[src/rtl/fft8_bitrev_reorder.sv]
// fft8_bitrev_reorder: ping-pong buffer that turns bit-reversed 8-point FFT output
// into natural bin order, tagged with bin index and frame start/end.
module fft8_bitrev_reorder #(
    parameter int DATA_W = 37,
    parameter int N_LOG2 = 3
) (
    input  logic              clk,
    input  logic              rst_n,
    input  logic              in_valid,
    input  logic              in_sop,
    input  logic [DATA_W-1:0] in_data,
    output logic              out_valid,
    output logic              out_sop,
    output logic              out_eop,
    output logic [2:0]        out_idx,
    output logic [DATA_W-1:0] out_data,
    output logic              frame_err
);
    localparam int N = 1 << N_LOG2;
    typedef enum logic {IDLE, READ} state_t;
    state_t            state;
    logic [DATA_W-1:0] mem [2][N];
    logic [2:0]        wcnt, rcnt, wpos, wr_idx, rd_cnt;
    logic              wbank, rbank, rd_bank;
    logic [1:0]        full, set_mask, clr_mask;
    logic              acc, frame_done, rd_active, rd_last, cont;
    // a sop always restarts the frame at arrival 0, discarding any partial frame
    assign wpos       = in_sop ? 3'd0 : wcnt;
    assign wr_idx     = {wpos[0], wpos[1], wpos[2]};
    assign acc        = in_valid & (in_sop | (wcnt != 3'd0));
    assign frame_done = acc & (wpos == 3'd7);
    assign set_mask   = {frame_done & wbank, frame_done & ~wbank};
    // leaving IDLE emits bin 0 on the same edge so bin 0 lands one cycle after the frame
    assign rd_active  = (state == READ) | (|full);
    assign rd_bank    = (state == IDLE) ? ~full[0] : rbank;
    assign rd_cnt     = (state == IDLE) ? 3'd0 : rcnt;
    assign rd_last    = rd_active & (rd_cnt == 3'd7);
    assign clr_mask   = {rd_last & rd_bank, rd_last & ~rd_bank};
    assign cont       = full[~rd_bank] | set_mask[~rd_bank];
    always_ff @(posedge clk) begin
        if (acc) mem[wbank][wr_idx] <= in_data;
    end
    always_ff @(posedge clk or negedge rst_n) begin
        if (!rst_n) begin
            state     <= IDLE;
            wcnt      <= 3'd0;
            rcnt      <= 3'd0;
            wbank     <= 1'b0;
            rbank     <= 1'b0;
            full      <= 2'b00;
            out_valid <= 1'b0;
            out_sop   <= 1'b0;
            out_eop   <= 1'b0;
            out_idx   <= 3'd0;
            out_data  <= '0;
            frame_err <= 1'b0;
        end else begin
            frame_err <= in_valid & (in_sop == (wcnt != 3'd0));
            if (acc) wcnt <= wpos + 3'd1;
            if (frame_done) wbank <= ~wbank;
            full      <= (full | set_mask) & ~clr_mask;
            out_valid <= rd_active;
            out_sop   <= rd_active & (rd_cnt == 3'd0);
            out_eop   <= rd_last;
            if (rd_active) begin
                out_data <= mem[rd_bank][rd_cnt];
                out_idx  <= rd_cnt;
            end
            if (rd_last) begin
                state <= cont ? READ : IDLE;
                rbank <= ~rd_bank;
                rcnt  <= 3'd0;
            end else if (rd_active) begin
                state <= READ;
                rbank <= rd_bank;
                rcnt  <= rd_cnt + 3'd1;
            end
        end
    end
endmodule

[config.mk]
export PLATFORM = sky130hd
export DESIGN_NAME = fft8_bitrev_reorder
export DESIGN_NICKNAME = d
export VERILOG_FILES = /design/src/rtl/fft8_bitrev_reorder.sv
export SDC_FILE = /design/constraint.sdc
export NUM_CORES = 1
export LEC_CHECK = 0
export CORE_ASPECT_RATIO = 1.25
export CORE_UTILIZATION = 30
export DETAILED_ROUTE_END_ITERATION = 6
export PLACE_DENSITY = 0.44
export SYNTH_ARGS = -nofsm -noshare
export SYNTH_HDL_FRONTEND = slang
export SYNTH_SLANG_ARGS = --single-unit
[constraint.sdc]
create_clock -name clk -period 6.9 [get_ports clk]
set_input_delay 1.38 -clock clk [delete_from_list [all_inputs] [get_ports clk]]
set_output_delay 1.38 -clock clk [all_outputs]
set_load 0.03 [all_outputs]
==> summary.txt, run 1 <==
Critical path
  • Reg2Reg Depth: 5
  • Crit path kind: in2reg
  • CP max-delay cell: and2_2
  • CP Launch Type: primary input
  • Setup crit end: mem[1][76]$_DFFE_PP_
  • Endpoint type of the worst setup path: register
  • Largest delay share family, worst path: simple AND/OR/NAND/NOR gates
  • CP Data Required Time: 7.15 ns
  • CP Depth: 8
  • Arr. time, crit path: 4.08 ns
  • Crit path largest cell delay: 0.59 ns
  • Crit path max fanout: 19
  • Crit path cell chain: clkdlybuf4s50_1 -> inv_1 -> ha_1 -> nor2b_1 -> nand2_1 -> nor2_1 -> and2_2 -> buf_4
  • Critical path launch point: in_sop
  • Buf+Inv Stages, Crit Path: 3
  • Reg2reg setup slack: 3.64 ns
  • Worst flop-to-flop path endpoint: out_data[33]$_DFFE_PN0P_
  • RR Startpoint: rcnt[0]$_DFFE_PN0P_

Power and ir drop
  • Peak supply drop: 0.251 mV
  • PD cells: 399 nW/µm²
  • Switching Share: 32.3%
  • Switch Pwr: 3.88 mW
  • Leak Pwr: 9.89 nW
  • Flop pwr share: 40.3%
  • Total power: 12.0 mW
  • Internal: 8.13 mW
  • Clock Power Share: 31.0%
  • Combinational power share: 28.7%

Drt
  • Initial drt markers: 772
  • DR vias: 13600
  • DR WL/cell: 24.8 µm
  • DRC: 0
  • DRT Wirelength: 67400 µm
  • Antenna Violating Nets Remaining: 0
  • First-pass detailed-route iteration total: 6
  • Via density: 5.00

Clocking
  • Reg clk slew, reported paths: 0.06 ns
  • CTS Buffer Depth: 3
  • CTS tree: yes
  • Worst-Skew Late Latency: 0.61 ns
  • H-tree levels: 3
  • Num Clock Sinks: 647
  • Post-CTS Resized: 0
  • Num CTS Buffers: 69
  • Postcts setup bufs: 0
  • Root Driver: clkbuf_16
  • Number of hold buffers added after CTS: 0

STA
  • Achievable frequency: 261 MHz
  • Min Clock Period, post-route: 3.82 ns
  • Slew Limit Fails: 0
  • Clock skew: 0.0234 ns
  • Final Hold Viols: 0
  • Worst slew margin: 19.7%
  • Worst-margin pin slew: 1.20 ns
  • Final setup TNS: 0 ns
  • WHS: 0.487 ns
  • Setup violators final: 0
  • Final period util: 55.4%
  • RSZ-0062 raised after global routing: false

Placement
  • Final HPWL from detailed placement: 38000 µm
  • Final GP Congestion: 0.731
  • Quantity of I/O buffers inserted on ports: 84

Synth
  • Async set-or-reset flop fraction in the synthesized netlist: 8.50%
  • Mapped Cells: 1475
  • Synthesized Nets: 1528
  • Synthesized cell area: 25900 µm²
  • Top FF cell, synth: edfxtp_1
  • EDFF count, synth: 592
  • Share of the synthesized area in the top cell type: 68.5%
  • List of most frequent post-synthesis cells: edfxtp_1, mux2_2, o22ai_1, mux2i_1, a211oi_1
  • Avg Inst Size Synth: 17.6 µm²
  • Ranking of synthesized cells by area: edfxtp_1, mux2_2, dfrtp_1, mux2i_1, o22ai_1
  • Netlist cell types: 42
  • Number of synthesized register bits: 647
  • Yosys warns: 0
  • Sequential area share after synthesis: 73.8%
  • Area leader, netlist: edfxtp_1
  • Count leader, synth: edfxtp_1

Finish
  • # diodes: 0
  • Area Overhead vs Synth: 16.0%
  • Final nets: 1614
  • Finished Core Util: 35.2%
  • # fillers: 8114
  • Layout cells sized above 1: 21.4%

Min path
  • Hold wc startpoint: out_idx[1]$_DFFE_PN0P_
  • Worst min-delay path class: reg2reg

Floorplanning
  • Chip Width: 265 µm
  • Core Region: 85600 µm²
  • Initial core utilization: 30.3%
  • Die Y: 331 µm
  • Full die area: 87700 µm²
  • FP Rows: 120
  • IO Count: 85

Global route
  • Initial antenna violation count: 2
  • First-pass GRT wire length: 99300 µm
  • Number of global-route vias before repair: 14600
  • Total GRT Usage: 15.6%
  • Largest net degree at the start of global routing: 116
  • GRT overflow: 0

Flow run
  • MaxCap Viol Count: 0

Run status
  • Status: complete, no violations
-- sequential cells by signal, indices dropped and copies added, names as in the netlist --
signal     cells
mem          592
out_data      37
out_idx        3
rcnt           3
wcnt           3
full           2
frame_err      1
out_eop        1
out_sop        1
out_valid      1
rbank          1
state          1
wbank          1
-- layer usage --
layer	vias up	part of all wire (%)	wire (µm)	GRT usage [%]
li1	6119	-	-	-
met1	7156	43	29000	19.3
met2	223	52	34700	27.6
met3	74	3.2	2140	2.39
met4	0	2.2	1510	5.13
met5	-	0	0	0
-- placed cells by master, fill, tap and decap left out, types with 4 or more instances in the layout --
cell / Yosys / final
nand2_1: 24 / 24
clkbuf_1: 11 / 13
nor2b_1: 42 / 42
mux2_2: 174 / 174
nor2_1: 13 / 12
clkinv_1: 0 / 4
inv_1: 8 / 8
clkbuf_16: 0 / 72
bufinv_16: 0 / 4
clkdlybuf4s50_1: 0 / 83
edfxtp_1: 592 / 592
clkbuf_8: 0 / 12
clkinv_2: 0 / 18
ha_1: 12 / 12
o22ai_1: 146 / 146
mux2i_1: 112 / 112
dfrtp_1: 55 / 51
o31a_1: 36 / 36
buf_4: 21 / 26
and2_2: 0 / 13
mux2_1: 6 / 6
a211oi_1: 108 / 108
-- worst register-to-register path: cells and delay by family (launching register included) --
family / cells / cell delay, ns
flops: 1 / 0.65
buf+inv: 1 / 0.62
compound gates: 3 / 0.90
simple gates: 1 / 1.03
-- worst min-delay path by stage --
stage | endpoint | slack [ns] | depth (start not counted)
after floorplan | wcnt[2]$_DFFE_PN0N_ | 0.46 | 2
after global placement | out_idx[2]$_DFFE_PN0P_ | 0.47 | 2
after detailed placement | out_idx[2]$_DFFE_PN0P_ | 0.47 | 2
after CTS | out_idx[1]$_DFFE_PN0P_ | 0.49 | 2
after global routing | out_idx[2]$_DFFE_PN0P_ | 0.52 | 2
final | out_idx[1]$_DFFE_PN0P_ | 0.49 | 2
-- final cells by class --
cell class / instances / area [µm²] / area share, %
Clock buffer: 97 / 2020 / 6.70
Tap cell: 1098 / 1370 / 4.57
Timing Repair Buffer: 110 / 1050 / 3.48
Inverter: 10 / 37.5 / 0.125
Sequential cell: 647 / 19200 / 63.7
Clock inverter: 30 / 268 / 0.890
Multi-Input combinational cell: 723 / 6190 / 20.6
-- through the flow --
| step | instance area, µm² | setup WS (ns) | cells |
|---|---|---|---|
| final | 30100 | 3.08 | 2715 |
| after floorplan | 25900 | 1.83 | 1475 |
| after global placement | 27800 | 2.44 | 2588 |
| after CTS | 30100 | 2.96 | 2715 |
| after detailed placement | 27800 | 2.40 | 2588 |
| after global routing | 30100 | 2.85 | 2715 |
-- power by group through the flow --
stage	registers, mW	logic (mW)	clock network [mW]
floorplan	4.97	2.29	0
global placement	4.94	3.50	0
detailed placement	4.94	3.50	0
CTS	4.86	3.52	3.82
global route	4.88	3.71	3.95
finish	4.84	3.45	3.72
-- logic make-up (layout without fill, tap and decap cells) --
family          count (synthesis)  after routing  synth area share [%]
compound gates                300            300                  8.13
xor+xnor                        1              1                0.0338
fa+ha+maj                      12             12                 0.579
buf+inv                       105            247                  2.49
flops                         647            647                  73.8
mux                           294            294                  12.3
simple gates                  116            116                  2.62
No activity file was read; power rests on OpenSTA's default activity.
==> inputs of run 2 (changes only) <==
--- a/config.mk
+++ b/config.mk
@@ -8,7 +8,7 @@
 export CORE_ASPECT_RATIO = 1.25
 export CORE_UTILIZATION = 30
 export DETAILED_ROUTE_END_ITERATION = 6
-export PLACE_DENSITY = 0.44
+export PLACE_DENSITY = 0.45
 export SYNTH_ARGS = -nofsm -noshare
 export SYNTH_HDL_FRONTEND = slang
 export SYNTH_SLANG_ARGS = --single-unit
==> constraint.sdc (replaced) <==
create_clock -name clk -period 3.2 [get_ports clk]
set_input_delay 0.64 -clock clk [delete_from_list [all_inputs] [get_ports clk]]
set_output_delay 0.64 -clock clk [all_outputs]
set_load 0.03 [all_outputs]
==> run 2 against run 1 <==
  * Setup slack worse by 2.4 ns
  * Clock skew down 0.0039 ns
  * Clock-buffer cell count down 3
  * Sequential share of layout area down 0.91 points
  * Critical path type is now reg2out
  * Largest power group unchanged
==> summary.txt, run 2 (same netlist as run 1, synthesis figures left out) <==
Placement
  • Quantity of I/O buffers inserted on ports: 84 (unchanged)
  • Placed instance count: 2630 (was 2588)
  • Final GP Congestion: 0.735 (was 0.731)
  • Final HPWL from detailed placement: 40700 µm (was 38000 µm)

Drt
  • Initial drt markers: 938 (was 772)
  • DR WL/cell: 24.5 µm (was 24.8 µm)
  • DRC: 0 (unchanged)
  • DR vias: 13600 (about the same)
  • WL met1: 29800 µm (was 29000 µm)
  • DR WL met3: 1970 µm (was 2140 µm)
  • Antenna Violating Nets Remaining: 0 (unchanged)
  • First-pass detailed-route iteration total: 5 (was 6)
  • Met2 Wirelength: 34400 µm (was 34700 µm)
  • DR top layer: met4 (unchanged)
  • DRT Wirelength: 67200 µm (was 67400 µm)
  • Via density: 4.94 (was 5.00)

Global route
  • Initial antenna violation count: 0 (was 2)
  • GRT overflow: 0 (unchanged)
  • Number of global-route vias before repair: 14500 (was 14600)
  • Total GRT Usage: 15.5% (was 15.6%)
  • Largest net degree at the start of global routing: 74 (was 116)
  • First-pass GRT wire length: 99500 µm (was 99300 µm)

STA
  • Final setup TNS: 0 ns (unchanged)
  • Slew Limit Fails: 0 (unchanged)
  • Min Clock Period, post-route: 2.48 ns
  • Final Hold Viols: 0 (unchanged)
  • Final period util: 77.6%
  • Achievable frequency: 402 MHz
  • Setup violators final: 0 (unchanged)
  • Clock skew: 0.0196 ns (was 0.0234 ns)
  • Worst slew margin: 41.8% (was 19.7%)
  • WHS: 0.0963 ns (was 0.487 ns)
  • RSZ-0062 raised after global routing: false (unchanged)
  • Worst-margin pin slew: 0.870 ns (was 1.20 ns)

Clocking
  • Post-CTS Resized: 0 (unchanged)
  • Number of hold buffers added after CTS: 0 (unchanged)
  • Worst-Skew Late Latency: 0.61 ns (about the same)
  • Root Driver: clkbuf_16 (unchanged)
  • H-tree levels: 3 (unchanged)
  • CTS tree: yes (unchanged)
  • Postcts setup bufs: 0 (unchanged)
  • CTS Buffer Depth: 3 (unchanged)
  • Num Clock Sinks: 647 (unchanged)
  • Reg clk slew, reported paths: 0.06 ns (about the same)
  • Num CTS Buffers: 66 (was 69)

Power and ir drop
  • PD cells: 839 nW/µm² (was 399 nW/µm²)
  • Leak Pwr: 10.0 nW (was 9.89 nW)
  • Clock Power Share: 28.9% (was 31.0%)
  • Switching Share: 32.4% (was 32.3%)
  • Flop pwr share: 40.4% (was 40.3%)
  • Internal: 17.3 mW (was 8.13 mW)
  • Switch Pwr: 8.31 mW (was 3.88 mW)
  • Peak supply drop: 0.478 mV (was 0.251 mV)
  • Combinational power share: 30.8% (was 28.7%)

Floorplanning
  • Chip Width: 265 µm (unchanged)
  • Core Region: 85600 µm² (unchanged)
  • Full die area: 87700 µm² (unchanged)
  • IO Count: 85 (unchanged)
  • Die Y: 331 µm (unchanged)
  • Initial core utilization: 30.3% (unchanged)
  • FP Rows: 120 (unchanged)

Critical path
  • CP Launch Type: register (was primary input)
  • Crit path largest cell delay: 0.74 ns (was 0.59 ns)
  • Endpoint type of the worst setup path: output pin (was register)
  • Arr. time, crit path: 1.84 ns (was 4.08 ns)
  • Crit path cell chain: clkdlybuf4s50_1 (was clkdlybuf4s50_1 -> inv_1 -> ha_1 -> nor2b_1 -> nand2_1 -> nor2_1 -> and2_2 -> buf_4)
  • Reg2Reg Depth: 4 (was 5)
  • Buf+Inv Stages, Crit Path: 1 (was 3)
  • Largest delay share family, worst path: buffers and inverters (was simple AND/OR/NAND/NOR gates)
  • CP Data Required Time: 2.56 ns (was 7.15 ns)
  • Crit path kind: reg2out (was in2reg)
  • Crit path max fanout: 2 (was 19)
  • CP max-delay cell: clkdlybuf4s50_1 (was and2_2)
  • CP Depth: 1 (was 8)

Finish
  • Area Overhead vs Synth: 17.7% (was 16.0%)
  • Largest registers: mem (592), out_data (37) (unchanged)
  • Finished Core Util: 35.7% (was 35.2%)
  • # diodes: 0 (unchanged)
  • Most flop-heavy register: mem (unchanged)
  • # fillers: 8069 (was 8114)
  • Largest register FFs: 592 (unchanged)
  • Cell Count, Final, Fillers Out: 2749 (was 2715)
  • Most common cell after layout, fill and taps aside: edfxtp_1 (unchanged)
  • Most frequent cells in the layout: edfxtp_1, mux2_2, o22ai_1, mux2i_1, a211oi_1 (unchanged)
  • Layout cells sized above 1: 22.4% (was 21.4%)
  • Final nets: 1653 (was 1614)

Min path
  • Worst min-delay path class: in2async (was reg2reg)

Flow run
  • MaxCap Viol Count: 0 (unchanged)

Run status
  • Status: complete, no violations (unchanged)
[run 2: changes by cell type in the layout (fill, tap and decap cells not counted), moves of 2 or more]
cell,change
clkbuf_1,+9
clkinv_1,+2
clkinv_2,-7
buf_4,+13
clkbuf_8,-11
clkinvlp_4,+5
buf_12,+29
bufinv_16,-3
[run 2: cell type report]
class,instances,area (µm²),area share (%)
Clock buffer,94,1870,6.14
Clock inverter,25,163,0.533
Inverter,10,37.5,0.123
Multi-Input combinational cell,723,6200,20.3
Sequential cell,647,19200,62.8
Tap cell,1098,1370,4.50
Timing Repair Buffer,152,1720,5.65
[run 2: final timing paths]
kind / from / endpoint / slack (ns)
setup reg to reg: rcnt[0]$_DFFE_PN0P_ / out_data[9]$_DFFE_PN0P_ / 0.93
hold reg to reg: out_idx[1]$_DFFE_PN0P_ / out_idx[1]$_DFFE_PN0P_ / 0.49
setup / recovery: out_data[1]$_DFFE_PN0P_ / out_data[1] / 0.72
min in group clk: out_idx[1]$_DFFE_PN0P_ / out_idx[1]$_DFFE_PN0P_ / 0.49
hold / removal: rst_n / out_data[26]$_DFFE_PN0P_ / 0.1
max in group asynchronous: rst_n / out_data[0]$_DFFE_PN0P_ / 2.40
[run 2: per-layer routing]
metal,global-route usage (%),vias to the layer above
li1,-,6195
met1,20.0,7104
met2,27.5,206
met3,2.11,75
met4,3.93,0
met5,0,-
[run 2: per-stage QoR]
stage | area (µm²) | total power, mW | setup slack (ns)
2_1_floorplan | 25900 | 15.7 | 0.0296
3_3_place_gp | 28500 | 18.5 | 0.247
3_5_place_dp | 28500 | 18.6 | 0.257
4_1_cts | 30500 | 26.0 | 0.641
5_1_grt | 30500 | 26.8 | 0.655
6_report | 30500 | 25.6 | 0.715
[run 2: power by group through the flow]
stage	registers, mW	logic (mW)	clock network, mW
global route	10.4	8.48	7.90
detailed placement	10.5	8.04	0
global placement	10.5	8.01	0
floorplan	10.7	4.95	0
finish	10.3	7.88	7.39
CTS	10.4	8.06	7.58
==> inputs of run 3 (changes only) <==
==> constraint.sdc (replaced) <==
create_clock -name clk -period 2.05 [get_ports clk]
set_input_delay 0.41 -clock clk [delete_from_list [all_inputs] [get_ports clk]]
set_output_delay 0.41 -clock clk [all_outputs]
set_load 0.03 [all_outputs]
==> run 3 against run 2 <==
  * Sequential power increased by 54%
  * Sequential cell count unchanged
  * Critical path depth unchanged
  * Register-to-register slack got worse by 0.85 ns
  * Sequential share of layout area decreased by 2.6 points
  * Clock-buffer cell count increased by 4
  * Largest power group unchanged
  * Wire length increased by 5.2%
  * Cell area increased by 4.3%
==> summary.txt, run 3 (same netlist as run 1, synthesis figures left out) <==
Placement
  • Quantity of I/O buffers inserted on ports: 84 (unchanged)
  • Final GP Congestion: 0.746 (was 0.735)
  • Final HPWL from detailed placement: 46000 µm (was 40700 µm)
  • Placed instance count: 2730 (was 2630)
  • Cell Area, Placed: 29600 µm² (was 28500 µm²)

Critical path
  • RR Startpoint: rbank$_DFFE_PN0P_ (was rcnt[0]$_DFFE_PN0P_)
  • Buf+Inv Stages, Crit Path: 1 (unchanged)
  • Reg2reg setup slack: 0.08 ns (was 0.93 ns)
  • Largest delay share family, worst path: flip-flops (was buffers and inverters)
  • Crit path cell chain: dlygate4sd2_1 (was clkdlybuf4s50_1)
  • Crit path max fanout: 2 (unchanged)
  • CP max-delay cell: dfrtp_1 (was clkdlybuf4s50_1)
  • Crit path largest cell delay: 0.53 ns (was 0.74 ns)
  • CP Data Required Time: 1.64 ns (was 2.56 ns)
  • CP Depth: 1 (unchanged)
  • Arr. time, crit path: 1.59 ns (was 1.84 ns)
  • Critical path launch point: out_idx[2]$_DFFE_PN0P_ (was out_data[1]$_DFFE_PN0P_)
  • Crit path kind: reg2out (unchanged)
  • Endpoint type of the worst setup path: output pin (unchanged)
  • CP Launch Type: register (unchanged)
  • Reg2Reg Depth: 6 (was 4)

Drt
  • DR WL/cell: 24.8 µm (was 24.5 µm)
  • DRT Wirelength: 70800 µm (was 67200 µm)
  • Antenna Violating Nets Remaining: 0 (unchanged)
  • Initial drt markers: 757 (was 938)
  • Via density: 4.93 (was 4.94)
  • First-pass detailed-route iteration total: 5 (unchanged)
  • DR vias: 14100 (was 13600)
  • DRC: 0 (unchanged)

Finish
  • Most frequent cells in the layout: edfxtp_1, mux2_2, o22ai_1, mux2i_1, buf_4 (was edfxtp_1, mux2_2, o22ai_1, mux2i_1, a211oi_1)
  • Most flop-heavy register: mem (unchanged)
  • Final nets: 1758 (was 1653)
  • Largest register FFs: 592 (unchanged)
  • Finished Core Util: 37.2% (was 35.7%)
  • Largest registers: mem (592), out_data (37) (unchanged)
  • # diodes: 0 (unchanged)
  • Layout cells sized above 1: 27.6% (was 22.4%)
  • Most common cell after layout, fill and taps aside: edfxtp_1 (unchanged)
  • Area Overhead vs Synth: 22.8% (was 17.7%)
  • Final non-filler cell area: 31800 µm² (was 30500 µm²)
  • # fillers: 7977 (was 8069)
  • Cell Count, Final, Fillers Out: 2857 (was 2749)

Global route
  • First-pass GRT wire length: 103000 µm (was 99500 µm)
  • Global routing usage on met2: 30.2% (was 27.5%)
  • Total GRT Usage: 16.2% (was 15.5%)
  • GRT overflow: 0 (unchanged)
  • Largest net degree at the start of global routing: 43 (was 74)
  • Met1 usage: 19.5% (was 20.0%)
  • Grt met3 use: 2.03% (was 2.11%)
  • GR peak layer: met2 (unchanged)
  • Number of global-route vias before repair: 14900 (was 14500)
  • Initial antenna violation count: 1 (was 0)

Run status
  • Status: complete, no violations (unchanged)

Floorplanning
  • Full die area: 87700 µm² (unchanged)
  • Core Region: 85600 µm² (unchanged)
  • FP Rows: 120 (unchanged)
  • Die Y: 331 µm (unchanged)
  • Chip Width: 265 µm (unchanged)
  • Initial core utilization: 30.3% (unchanged)
  • IO Count: 85 (unchanged)

STA
  • Setup violators final: 0 (unchanged)
  • Min Clock Period, post-route: 2.00 ns
  • Final period util: 97.5%
  • Worst-margin pin slew: 0.717 ns (was 0.870 ns)
  • Final setup TNS: 0 ns (unchanged)
  • Final Hold Viols: 0 (unchanged)
  • Slew Limit Fails: 0 (unchanged)
  • Worst slew margin: 52.1% (was 41.8%)
  • Clock skew: 0.0207 ns (was 0.0196 ns)
  • Achievable frequency: 500 MHz
  • RSZ-0062 raised after global routing: true (was false)

Clocking
  • Root Driver: clkbuf_16 (unchanged)
  • Reg clk slew, reported paths: 0.06 ns (about the same)
  • Postcts setup bufs: 0 (unchanged)
  • Num CTS Buffers: 70 (was 66)
  • CTS Buffer Depth: 3 (unchanged)
  • Worst-Skew Late Latency: 0.61 ns (about the same)
  • Num Clock Sinks: 647 (unchanged)
  • CTS tree: yes (unchanged)
  • H-tree levels: 3 (unchanged)

Power and ir drop
  • Total power: 42.5 mW (was 25.6 mW)
  • PD cells: 1340 nW/µm² (was 839 nW/µm²)
  • Peak supply drop: 0.856 mV (was 0.478 mV)
  • Leak Pwr: 10.8 nW (was 10.0 nW)

Min path
  • Worst min-delay path class: in2async (unchanged)

Flow run
  • MaxCap Viol Count: 0 (unchanged)
run 3: cell types whose count changed in the layout (fill, tap and decap cells not counted), sizes merged:
cell and change:
dlygate4sd3 +1, buf +100, bufinv +5, clkinvlp -1, clkinv -1, clkdlybuf4s50 -44
dlygate4sd2 +44, clkbuf +4
run 3: per-layer routing:
layer	share of wire [%]	wire, µm
met5	0	0
met3	3.1	2210
met1	41	29100
met2	54	38000
met4	2.0	1400
run 3: final timing paths:
path                                                  to
worst max-delay path                          out_idx[2]
worst min register to register    out_idx[1]$_DFFE_PN0P_
worst min-delay path            out_data[13]$_DFFE_PN0P_
worst max register to register   out_data[1]$_DFFE_PN0P_
min in group clk                  out_idx[1]$_DFFE_PN0P_
max in group asynchronous              rbank$_DFFE_PN0P_
run 3: cell type report:
class / instances / area (µm²) / area share, %
clock buffers: 98 / 1940 / 6.09
clock inverters: 28 / 337 / 1.06
inverters: 10 / 37.5 / 0.118
multi-input cells: 723 / 6230 / 19.6
flip-flops and latches: 647 / 19200 / 60.2
well taps: 1098 / 1370 / 4.31
repair buffers: 253 / 2770 / 8.69
run 3: timing repair:
action	4_1_cts	5_1_grt
gates resized for setup	45	1
endpoints found under the setup margin	45	83
hold endpoints to repair	20	0
hold buffers	1	0
run 3: where the power goes:
group	leakage (nW)	internal, mW	switching, mW	total (mW)
registers	5.98	15.3	0.613	15.9
logic	3.71	5.99	7.99	14.0
clock network	1.10	7.40	5.20	12.6
total	10.8	28.7	13.8	42.5
run 3: metrics by stage:
stage               hold WS [ns]  setup slack (ns)
floorplan                  0.114            -0.277
global placement           0.419            -0.556
detailed placement         0.422            -0.536
CTS                        0.315           0.00168
global route               0.341          -0.00640
finish                     0.321            0.0519
